==> config.mk <==
export PLATFORM = sky130hd
export DESIGN_NAME = up_axil2lb_mslv
export DESIGN_NICKNAME = d
export VERILOG_FILES = /design/src/rtl/up_axil2lb_mslv.sv
export SDC_FILE = /design/constraint.sdc
export NUM_CORES = 1
export LEC_CHECK = 0
export BUFFER_PORTS_ARGS = -buffer_cell sky130_fd_sc_hd__buf_2
export CORE_MARGIN = 2
export CORE_UTILIZATION = 46
export DETAILED_ROUTE_END_ITERATION = 7
export PLACE_DENSITY = 0.84
export SYNTH_ARGS = -nofsm -noshare
export SYNTH_HDL_FRONTEND = slang
export SYNTH_SLANG_ARGS = --single-unit
==> constraint.sdc <==
create_clock -name up_clk -period 2.25 [get_ports up_clk]
set_input_delay 0.5625 -clock up_clk [delete_from_list [all_inputs] [get_ports up_clk]]
set_output_delay 0.5625 -clock up_clk [all_outputs]
set_load 0.05 [all_outputs]
==> src/rtl/up_axil2lb_mslv.sv <==
`default_nettype none
// ============================================================================
// Module   : up_axil2lb_mslv
// Purpose  : AXI4-Lite slave to local-bus (LB) master bridge in the up_clk
//            domain. Decodes a slave index from the address and drives
//            one-hot LB selects with byte strobes. Waits for the selected
//            slave's ack, with a timeout. Returns OKAY, SLVERR or DECERR.
//            Reads and writes share one FSM, so only one access is in
//            flight at a time. Concurrent read/write requests take turns.
// Ports    : up_clk / up_rst           clock, synchronous active-high reset
//            up_axi_aw*/w*/b*          AXI-Lite write address/data/response
//            up_axi_ar*/r*             AXI-Lite read address/data
//            lb_wreq/waddr/wdata/wstrb/wsel   LB write request (1-cycle)
//            lb_rreq/raddr/rsel        LB read request (1-cycle)
//            lb_wack_slv/lb_rack_slv   per-slave ack pulses
//            lb_rdata_slv              per-slave read data, packed
//            lb_tmo                    one-cycle pulse on ack timeout
// Revision : 1.0 - initial release
// ============================================================================
module up_axil2lb_mslv #(
  parameter int LB_DATA_WDTH = 32,
  parameter int LB_ADDR_WDTH = 32,
  parameter int SLAVE_NUM    = 4,
  parameter int SLV_SEL_LSB  = 16,
  parameter int SLV_SEL_W    = 3,
  parameter int TIMEOUT_CYC  = 256
) (
  input  logic                           up_clk,
  input  logic                           up_rst,
  input  logic                           up_axi_awvalid,
  output logic                           up_axi_awready,
  input  logic [LB_ADDR_WDTH-1:0]        up_axi_awaddr,
  input  logic                           up_axi_wvalid,
  output logic                           up_axi_wready,
  input  logic [LB_DATA_WDTH-1:0]        up_axi_wdata,
  input  logic [LB_DATA_WDTH/8-1:0]      up_axi_wstrb,
  output logic                           up_axi_bvalid,
  input  logic                           up_axi_bready,
  output logic [1:0]                     up_axi_bresp,
  input  logic                           up_axi_arvalid,
  output logic                           up_axi_arready,
  input  logic [LB_ADDR_WDTH-1:0]        up_axi_araddr,
  output logic                           up_axi_rvalid,
  input  logic                           up_axi_rready,
  output logic [1:0]                     up_axi_rresp,
  output logic [LB_DATA_WDTH-1:0]        up_axi_rdata,
  output logic                           lb_wreq,
  output logic [LB_ADDR_WDTH-1:0]        lb_waddr,
  output logic [LB_DATA_WDTH-1:0]        lb_wdata,
  output logic [LB_DATA_WDTH/8-1:0]      lb_wstrb,
  output logic [SLAVE_NUM-1:0]           lb_wsel,
  output logic                           lb_rreq,
  output logic [LB_ADDR_WDTH-1:0]        lb_raddr,
  output logic [SLAVE_NUM-1:0]           lb_rsel,
  input  logic [SLAVE_NUM-1:0]           lb_wack_slv,
  input  logic [SLAVE_NUM-1:0]           lb_rack_slv,
  input  logic [LB_DATA_WDTH*SLAVE_NUM-1:0] lb_rdata_slv,
  output logic                           lb_tmo
);

  localparam int c_strb_w = LB_DATA_WDTH / 8;
  localparam int c_tmo_w  = $clog2(TIMEOUT_CYC) + 1;
  localparam logic [c_tmo_w-1:0] c_tmo_last = c_tmo_w'(TIMEOUT_CYC - 1);

  localparam logic [1:0] c_resp_okay   = 2'b00;
  localparam logic [1:0] c_resp_slverr = 2'b10;
  localparam logic [1:0] c_resp_decerr = 2'b11;

  typedef enum logic [2:0] {
    S_IDLE    = 3'd0,
    S_WR_REQ  = 3'd1,
    S_WR_WAIT = 3'd2,
    S_WR_RESP = 3'd3,
    S_RD_REQ  = 3'd4,
    S_RD_WAIT = 3'd5,
    S_RD_RESP = 3'd6
  } state_t;

  state_t                     r_state;
  logic                       r_rdy_en;
  logic                       r_aw_full, r_w_full, r_ar_full;
  logic [LB_ADDR_WDTH-1:0]    r_awaddr, r_araddr;
  logic [LB_DATA_WDTH-1:0]    r_wdata;
  logic [c_strb_w-1:0]        r_wstrb;
  logic                       r_last_rd;
  logic [SLAVE_NUM-1:0]       r_sel;
  logic [c_tmo_w-1:0]         r_tmo_cnt;
  logic                       r_bvalid, r_rvalid;
  logic [1:0]                 r_bresp, r_rresp;
  logic [LB_DATA_WDTH-1:0]    r_rdata;
  logic                       r_lb_wreq, r_lb_rreq, r_lb_tmo;
  logic [SLAVE_NUM-1:0]       r_lb_wsel, r_lb_rsel;
  logic [LB_ADDR_WDTH-1:0]    r_lb_waddr, r_lb_raddr;
  logic [LB_DATA_WDTH-1:0]    r_lb_wdata;
  logic [c_strb_w-1:0]        r_lb_wstrb;

  logic                       w_wr_phase, w_rd_phase;
  logic                       w_aw_hs, w_w_hs, w_ar_hs, w_b_hs, w_r_hs;
  logic [LB_ADDR_WDTH-1:0]    w_awaddr_eff, w_araddr_eff;
  logic [LB_DATA_WDTH-1:0]    w_wdata_eff;
  logic [c_strb_w-1:0]        w_wstrb_eff;
  logic                       w_wr_pend, w_rd_pend, w_gnt_wr, w_gnt_rd;
  logic [SLV_SEL_W-1:0]       w_widx, w_ridx;
  logic [SLAVE_NUM-1:0]       w_wsel_oh, w_rsel_oh;
  logic                       w_wack, w_rack;
  logic [LB_DATA_WDTH-1:0]    w_rdata_mux;

  assign w_wr_phase = (r_state == S_WR_REQ) || (r_state == S_WR_WAIT) || (r_state == S_WR_RESP);
  assign w_rd_phase = (r_state == S_RD_REQ) || (r_state == S_RD_WAIT) || (r_state == S_RD_RESP);

  // r_rdy_en keeps every ready low while reset is applied.
  assign up_axi_awready = r_rdy_en & ~r_aw_full & ~w_wr_phase;
  assign up_axi_wready  = r_rdy_en & ~r_w_full  & ~w_wr_phase;
  assign up_axi_arready = r_rdy_en & ~r_ar_full & ~w_rd_phase;

  assign w_aw_hs = up_axi_awvalid & up_axi_awready;
  assign w_w_hs  = up_axi_wvalid  & up_axi_wready;
  assign w_ar_hs = up_axi_arvalid & up_axi_arready;
  assign w_b_hs  = r_bvalid & up_axi_bready;
  assign w_r_hs  = r_rvalid & up_axi_rready;

  // IDLE looks through the holding registers at this cycle's handshake so
  // that the LB strobe follows the final address/data handshake by one cycle.
  assign w_awaddr_eff = r_aw_full ? r_awaddr : up_axi_awaddr;
  assign w_wdata_eff  = r_w_full  ? r_wdata  : up_axi_wdata;
  assign w_wstrb_eff  = r_w_full  ? r_wstrb  : up_axi_wstrb;
  assign w_araddr_eff = r_ar_full ? r_araddr : up_axi_araddr;

  assign w_wr_pend = (r_aw_full | w_aw_hs) & (r_w_full | w_w_hs);
  assign w_rd_pend = r_ar_full | w_ar_hs;

  // On conflict, the side that did not win last time is granted.
  assign w_gnt_wr = w_wr_pend & (~w_rd_pend | r_last_rd);
  assign w_gnt_rd = w_rd_pend & ~w_gnt_wr;

  assign w_widx = w_awaddr_eff[SLV_SEL_LSB +: SLV_SEL_W];
  assign w_ridx = w_araddr_eff[SLV_SEL_LSB +: SLV_SEL_W];

  // An all-zero one-hot select means the index is outside the slave range.
  genvar gi;
  generate
    for (gi = 0; gi < SLAVE_NUM; gi++) begin : g_sel_dec
      assign w_wsel_oh[gi] = (w_widx == SLV_SEL_W'(gi));
      assign w_rsel_oh[gi] = (w_ridx == SLV_SEL_W'(gi));
    end
  endgenerate

  // Only the selected slave's ack counts.
  assign w_wack = |(lb_wack_slv & r_sel);
  assign w_rack = |(lb_rack_slv & r_sel);

  always_comb begin
    w_rdata_mux = '0;
    for (int i = 0; i < SLAVE_NUM; i++) begin
      if (r_sel[i]) w_rdata_mux = w_rdata_mux | lb_rdata_slv[i*LB_DATA_WDTH +: LB_DATA_WDTH];
    end
  end

  // Holding registers: filled on handshake and freed on the response
  // handshake of their own direction.
  always_ff @(posedge up_clk) begin
    if (up_rst) begin
      r_rdy_en  <= 1'b0;
      r_aw_full <= 1'b0;
      r_w_full  <= 1'b0;
      r_ar_full <= 1'b0;
      r_awaddr  <= '0;
      r_wdata   <= '0;
      r_wstrb   <= '0;
      r_araddr  <= '0;
    end else begin
      r_rdy_en <= 1'b1;
      if (w_aw_hs) begin
        r_aw_full <= 1'b1;
        r_awaddr  <= up_axi_awaddr;
      end else if (w_b_hs) begin
        r_aw_full <= 1'b0;
      end
      if (w_w_hs) begin
        r_w_full <= 1'b1;
        r_wdata  <= up_axi_wdata;
        r_wstrb  <= up_axi_wstrb;
      end else if (w_b_hs) begin
        r_w_full <= 1'b0;
      end
      if (w_ar_hs) begin
        r_ar_full <= 1'b1;
        r_araddr  <= up_axi_araddr;
      end else if (w_r_hs) begin
        r_ar_full <= 1'b0;
      end
    end
  end

  always_ff @(posedge up_clk) begin
    if (up_rst) begin
      r_state    <= S_IDLE;
      r_last_rd  <= 1'b1;
      r_sel      <= '0;
      r_tmo_cnt  <= '0;
      r_bvalid   <= 1'b0;
      r_bresp    <= 2'b00;
      r_rvalid   <= 1'b0;
      r_rresp    <= 2'b00;
      r_rdata    <= '0;
      r_lb_wreq  <= 1'b0;
      r_lb_rreq  <= 1'b0;
      r_lb_tmo   <= 1'b0;
      r_lb_wsel  <= '0;
      r_lb_rsel  <= '0;
      r_lb_waddr <= '0;
      r_lb_wdata <= '0;
      r_lb_wstrb <= '0;
      r_lb_raddr <= '0;
    end else begin
      r_lb_wreq <= 1'b0;
      r_lb_rreq <= 1'b0;
      r_lb_wsel <= '0;
      r_lb_rsel <= '0;
      r_lb_tmo  <= 1'b0;
      case (r_state)
        S_IDLE: begin
          if (w_gnt_wr) begin
            r_last_rd <= 1'b0;
            if (|w_wsel_oh) begin
              r_state    <= S_WR_REQ;
              r_sel      <= w_wsel_oh;
              r_lb_wreq  <= 1'b1;
              r_lb_wsel  <= w_wsel_oh;
              r_lb_waddr <= w_awaddr_eff;
              r_lb_wdata <= w_wdata_eff;
              r_lb_wstrb <= w_wstrb_eff;
            end else begin
              r_state  <= S_WR_RESP;
              r_bvalid <= 1'b1;
              r_bresp  <= c_resp_decerr;
            end
          end else if (w_gnt_rd) begin
            r_last_rd <= 1'b1;
            if (|w_rsel_oh) begin
              r_state    <= S_RD_REQ;
              r_sel      <= w_rsel_oh;
              r_lb_rreq  <= 1'b1;
              r_lb_rsel  <= w_rsel_oh;
              r_lb_raddr <= w_araddr_eff;
            end else begin
              r_state  <= S_RD_RESP;
              r_rvalid <= 1'b1;
              r_rresp  <= c_resp_decerr;
              r_rdata  <= '0;
            end
          end
        end
        S_WR_REQ: begin
          r_state   <= S_WR_WAIT;
          r_tmo_cnt <= '0;
        end
        S_WR_WAIT: begin
          // An ack in the expiry cycle wins over the timeout.
          if (w_wack) begin
            r_state  <= S_WR_RESP;
            r_bvalid <= 1'b1;
            r_bresp  <= c_resp_okay;
          end else if (r_tmo_cnt == c_tmo_last) begin
            r_state  <= S_WR_RESP;
            r_bvalid <= 1'b1;
            r_bresp  <= c_resp_slverr;
            r_lb_tmo <= 1'b1;
          end else begin
            r_tmo_cnt <= r_tmo_cnt + c_tmo_w'(1);
          end
        end
        S_WR_RESP: begin
          if (up_axi_bready) begin
            r_bvalid <= 1'b0;
            r_state  <= S_IDLE;
          end
        end
        S_RD_REQ: begin
          r_state   <= S_RD_WAIT;
          r_tmo_cnt <= '0;
        end
        S_RD_WAIT: begin
          if (w_rack) begin
            r_state  <= S_RD_RESP;
            r_rvalid <= 1'b1;
            r_rresp  <= c_resp_okay;
            r_rdata  <= w_rdata_mux;
          end else if (r_tmo_cnt == c_tmo_last) begin
            r_state  <= S_RD_RESP;
            r_rvalid <= 1'b1;
            r_rresp  <= c_resp_slverr;
            r_rdata  <= '0;
            r_lb_tmo <= 1'b1;
          end else begin
            r_tmo_cnt <= r_tmo_cnt + c_tmo_w'(1);
          end
        end
        S_RD_RESP: begin
          if (up_axi_rready) begin
            r_rvalid <= 1'b0;
            r_state  <= S_IDLE;
          end
        end
        default: r_state <= S_IDLE;
      endcase
    end
  end

  assign up_axi_bvalid = r_bvalid;
  assign up_axi_bresp  = r_bresp;
  assign up_axi_rvalid = r_rvalid;
  assign up_axi_rresp  = r_rresp;
  assign up_axi_rdata  = r_rdata;
  assign lb_wreq       = r_lb_wreq;
  assign lb_waddr      = r_lb_waddr;
  assign lb_wdata      = r_lb_wdata;
  assign lb_wstrb      = r_lb_wstrb;
  assign lb_wsel       = r_lb_wsel;
  assign lb_rreq       = r_lb_rreq;
  assign lb_raddr      = r_lb_raddr;
  assign lb_rsel       = r_lb_rsel;
  assign lb_tmo        = r_lb_tmo;

endmodule
`default_nettype wire
== Word-level counts from Yosys, hierarchy flattened ==
Cells that the tools add are included.
Widths: inputs -> output; s select.

* Add/sub/neg operators: 1
* Reduce and logical (&&, ||, !) cells: 36
* Multiplexer cells: 69
* Equality and inequality tests: 26
* Bitwise gates (word level): 34

{| class="wikitable"
|+ Operators with widths
! operator !! number
|-
| $mux 32 || 12
|-
| $or 32x32->32 || 3
|-
| $pmux 32 s2 || 1
|-
| $mux 9 || 3
|-
| $pmux 9 s3 || 1
|-
| $mux 3 || 8
|-
| $reduce_or 4->1 || 6
|-
| $mux 1 || 23
|-
| $pmux 3 s7 || 1
|-
| $mux 2 || 10
|-
| $mux 4 || 5
|-
| $eq 3x2->1 const B || 6
|-
| $ne 2x2->1 const B || 9
|-
| $reduce_and 5->1 || 3
|-
| $and 1x1->1 || 14
|-
| $reduce_bool 2->1 || 7
|-
| $reduce_and 4->1 || 3
|-
| $not 1->1 || 11
|-
| $add 9x1->9 const B || 1
|-
| $eq 3x1->1 const B || 3
|-
| $eq 3x3->1 const B || 3
|-
| $eq 9x8->1 const B || 1
|-
| $logic_not 3->1 || 3
|-
| $reduce_bool 3->1 || 3
|-
| 15 further kinds || 26
|}

* Flip-flop bits (word level): 270
* Input bits: 243
* Output and inout port bits: 152

== Depth between registers and ports, before layout ==
* Word-level depth: 15
* Mapped depth: 10
* Mapped depth without buffers: 9

== Worst setup path before layout ==
No wires, ideal clock.

* Path type: register to register
* Start: register r_tmo_cnt[5]
* End: register r_state[1]
* Arrival: 2.199 ns
* Clock period less this slack: 2.317 ns
* Slack: -0.067 ns
* Path buffers: 1
* Required time: 2.131 ns
* Stages on the path, launching flop included: 11
* Path through: dfxtp_1 and4_1 and2_1 and3_1 ha_1 nor4b_1 and3_1 clkbuf_1 nor4_1 a21boi_0 o221a_2

* Cells in the longest elaborated chain, start to end: 3

{| class="wikitable"
|+ Ends and longest elaborated chain
! item !! line !! source
|-
| from (decl) || 87 || <nowiki>logic [c_tmo_w-1:0] r_tmo_cnt;</nowiki>
|-
| from (signal assigned) || 270 || <nowiki>r_tmo_cnt <= r_tmo_cnt + c_tmo_w'(1);</nowiki>
|-
| from (signal assigned) || 296 || <nowiki>r_tmo_cnt <= r_tmo_cnt + c_tmo_w'(1);</nowiki>
|-
| $eq 9x8->1 (*) || 264, 289 ||
|-
| $ne 3x2->1 (no source line) || -- ||
|-
| $reduce_and 5->1 (no source line) (*) || -- ||
|-
| to (signal assigned) || 261 || <nowiki>r_state <= S_WR_RESP;</nowiki>
|-
| to (signal assigned) || 265 || <nowiki>r_state <= S_WR_RESP;</nowiki>
|-
| to (signal assigned) || 290 || <nowiki>r_state <= S_RD_RESP;</nowiki>
|-
| to (decl) || 79 || <nowiki>state_t r_state;</nowiki>
|}

Mark *: on every way between the ends. The rest lies on a longest branch, timed or not.
A chain may end at the register's enable or synchronous reset.

== Worst setup path in the final report ==
* Start: register r_tmo_cnt[2]
* End: register r_tmo_cnt[6]

* Cells in the longest elaborated chain, start to end: 4

{| class="wikitable"
|+ Ends and longest elaborated chain
! item !! line !! source
|-
| $add 9x1->9 / $eq 9x8->1 (equally long branches) || -- ||
|-
| $mux 9 (*) || 264, 289 ||
|-
| $mux 9, on equally long branches || 284, 260 ||
|-
| $pmux 9 s3 (*) || 221 || <nowiki>case (r_state)</nowiki>
|}

Mark *: on every way between the ends. The rest lies on a longest branch, timed or not. The select of a mux whose other input is x is not followed.

==> impl_metrics.toml <==
[global_routing]
antenna_found_initial = 12
track_usage = 0.279
grt.overflow.total = 0
grt_pass1_vias = 11000
grt_start_max_net_pins = 117
grt_first_pass_wirelength_mm = 58.6

[power_and_ir_drop]
ir_drop_uv = 708
total_power_mw = 16.4
pwr_density_cell_mw_per_mm2 = 1080
p_leak_nw = 6.20

[place]
place_congestion = 0.921
dp_hpwl_mm = 27.5
portBuffers = 394
pre_cts_ws_ns = -0.148

[clock_tree]
cts-root-buf = "clkbuf_16"
cts_tree = "yes"
cts_buffer_depth = 3
cts_made_buffers = 28
cts_sinks = 270
clk_pin_slew_ns = 0.06
insertion_delay_ns = 0.55
hold_buffers = 0
cts_max_level = 1

[cells_and_area]
fin_util = 0.622
nFillCells = 2007
seq_area_sq_mm = 0.00542
final_net_count = 1901
layout_common_cells = "390 x buf_2, 262 x dfxtp_1, 221 x nand2_1"
final_common_cell = "buf_2"
areaGrowthSynthToFinish_pct = 32.0
drive_gt1_frac = 0.327
multi_input_area_sq_mm = 0.00576

[min_path]
min_to = "r_awaddr[5]"
min_path_cells = 3
min_from = "up_axi_awaddr[5]"
hold_class = "in -> reg"

[drt]
post_drt_wl_per_cell_um = 19.4
wirelength_mm = 39.0
drc = 0
drt_iter0_drc = 771
vias_per_cell = 5.65
drt.antenna.violating_nets = 0
drt_first_pass_iters = 5
via_count = 11400

[setup_path]
crit_fanout = 6
cpMostUsedCell = "and3_4"
critPathCaptureType = "register"
worstPathRequired_ns = 2.66
r2r-start = "r_tmo_cnt[2]"
reg2reg_slack_ns = 0.001
r2r_end = "r_tmo_cnt[6]"
worst-path-buf-inv = 1
start_kind = "register"
cp_cell_sequence = "and4_1, and2_4, and3_4, ha_4, nor4b_4, and3_4, buf_6, o2111ai_1, xor2_1, nor2_1"
cp_data_arrival_time_ns = 2.66
worst-setup-path-type = "reg -> reg"
reg2reg_depth = 10
cp_slowest_stage_delay_ns = 0.32
crit_family = "simple AND/OR/NAND/NOR gates"
critPathSlowestCell = "dfxtp_2"

[floorplan]
die_w_um = 162
rows = 57
coreArea_sq_mm = 0.0245
start_util = 0.471
die_y_um = 162
die_area_sq_mm = 0.0263
boundaryPins = 395

[synthesis]
synth_cell_types = 61
synthFlopType = "dfxtp_1"
ys_warn_count = 0
syn_nets = 1534
yosys_register_bits = 270
syn_area_per_cell_sq_um = 8.94
async_reset_ff_frac = 0
syn_area_sq_mm = 0.0115
synth_edf_count = 0
synthCells = 1289
yosysSeqAreaShare = 0.469

[sta]
setup_viol = 0
max_freq_ghz = 0.445
relSlewSlack = 0.519
min_period_over_period = 0.999
setup_ws_ns = 0.00117
rsz0062_at_grt = "true"
period_minus_slack_ns = 2.25
slew_violations = 0
skew_ns = 0.00968
holdWs_ns = 0.256
worstMarginPinSlew_ns = 0.721
finalHoldViolCount = 0

[flow_run]
maxCapViolCount = 0

[run_status]
outcome = "completed"
## what timing repair did
| action | 4_1_cts | 5_1_grt |
|---|---|---|
| buffers inserted | 1 | 1 |
| gates resized for setup | 16 | 17 |
| endpoints found under the setup margin | 38 | 45 |
| pin swaps | 3 | 8 |
| cloned | 0 | 0 |
## stage by stage
step           setup TNS (ns)  cells  area [sq um]
6_report                    0   2011         15200
5_1_grt                -0.113   2011         15200
4_1_cts                     0   2000         15100
3_5_place_dp           -0.745   1948         14000
3_3_place_gp                0   1948         14000
2_1_floorplan          -0.262   1289         11500
## cells by family after synthesis
group           Yosys count  synth area share
compound gates          436             0.258
xor+xnor                  8           0.00608
fa+ha+maj                 2           0.00217
buf+inv                 128            0.0449
flops                   270             0.469
mux                     109            0.0953
simple gates            336             0.125
## how the worst max path moves through the flow
stage,start,to,slack [ns],cells after the start
after global routing,r_tmo_cnt[2],r_tmo_cnt[6],-0.09,10
after floorplan,r_tmo_cnt[5],up_axi_rresp[0],-0.009,9
after CTS,r_tmo_cnt[4],r_tmo_cnt[4],0.01,10
final,r_tmo_cnt[2],r_tmo_cnt[6],0.001,10
after detailed placement,r_tmo_cnt[5],r_tmo_cnt[4],-0.15,10
after global placement,r_tmo_cnt[5],r_tmo_cnt[4],0.04,10
## final cells by class
class | instances | share of cell area
Clock buffer | 37 | 0.0516
Inverter | 10 | 0.00247
Antenna cell | 10 | 0.00165
Sequential cell | 270 | 0.356
Tap cell | 324 | 0.0266
Timing Repair Buffer | 455 | 0.170
Multi-Input combinational cell | 891 | 0.379
Clock inverter | 14 | 0.0125
## layer usage
layer  share of wire  track usage  wire (um)
met3           0.074       0.0712       2870
met4           0.064        0.185       2490
met1            0.36        0.297      14100
met2            0.50        0.490      19500
met5               0            0          0
## report_power, final
part	switching [mW]	internal [mW]	total [mW]
combinational	3.76	1.94	5.70
clock	1.96	2.91	4.87
sequential	0.391	5.40	5.79
## registers in the layout, indices dropped and copies added (netlist names), 2 cells and up
name          flops
lb_wstrb          4
lb_wsel           4
up_axi_bresp      2
r_awaddr         32
up_axi_rdata     32
r_sel             4
lb_rsel           4
lb_wdata         32
r_wdata          32
lb_raddr         32
r_state           3
r_wstrb           4
r_tmo_cnt         9
r_araddr         32
up_axi_rresp      2
lb_waddr         32
## synthesized netlist by cell type (3+ instances only)
cell | number | area share
a211oi_1 | 102 | 0.066
a21oi_1 | 180 | 0.078
a221oi_1 | 33 | 0.025
a22o_1 | 34 | 0.026
a31oi_1 | 3 | 0.0016
and2_1 | 8 | 0.0043
and3_1 | 11 | 0.0060
buf_1 | 6 | 0.0020
buf_2 | 24 | 0.010
clkbuf_1 | 86 | 0.028
dfxtp_1 | 270 | 0.47
inv_1 | 10 | 0.0033
mux2_2 | 6 | 0.0059
mux2i_1 | 103 | 0.089
nand2_1 | 222 | 0.072
nand3_1 | 4 | 0.0017
nor2_1 | 54 | 0.018
nor2b_1 | 5 | 0.0027
nor3_1 | 7 | 0.0030
nor3b_1 | 4 | 0.0026
nor4_1 | 3 | 0.0016
o2111ai_1 | 6 | 0.0046
o211ai_1 | 6 | 0.0039
o21ai_0 | 10 | 0.0043
o2bb2ai_1 | 33 | 0.025
o31ai_1 | 3 | 0.0020
or2_2 | 3 | 0.0016
or3_1 | 3 | 0.0016
xor2_1 | 6 | 0.0046
## worst min-delay path, delay by kind of cell
family,cells,cell delay [ns]
buf+inv,1,0.10
simple gates,1,0.05
compound gates,1,0.05
(Power assumes the default switching activity.)
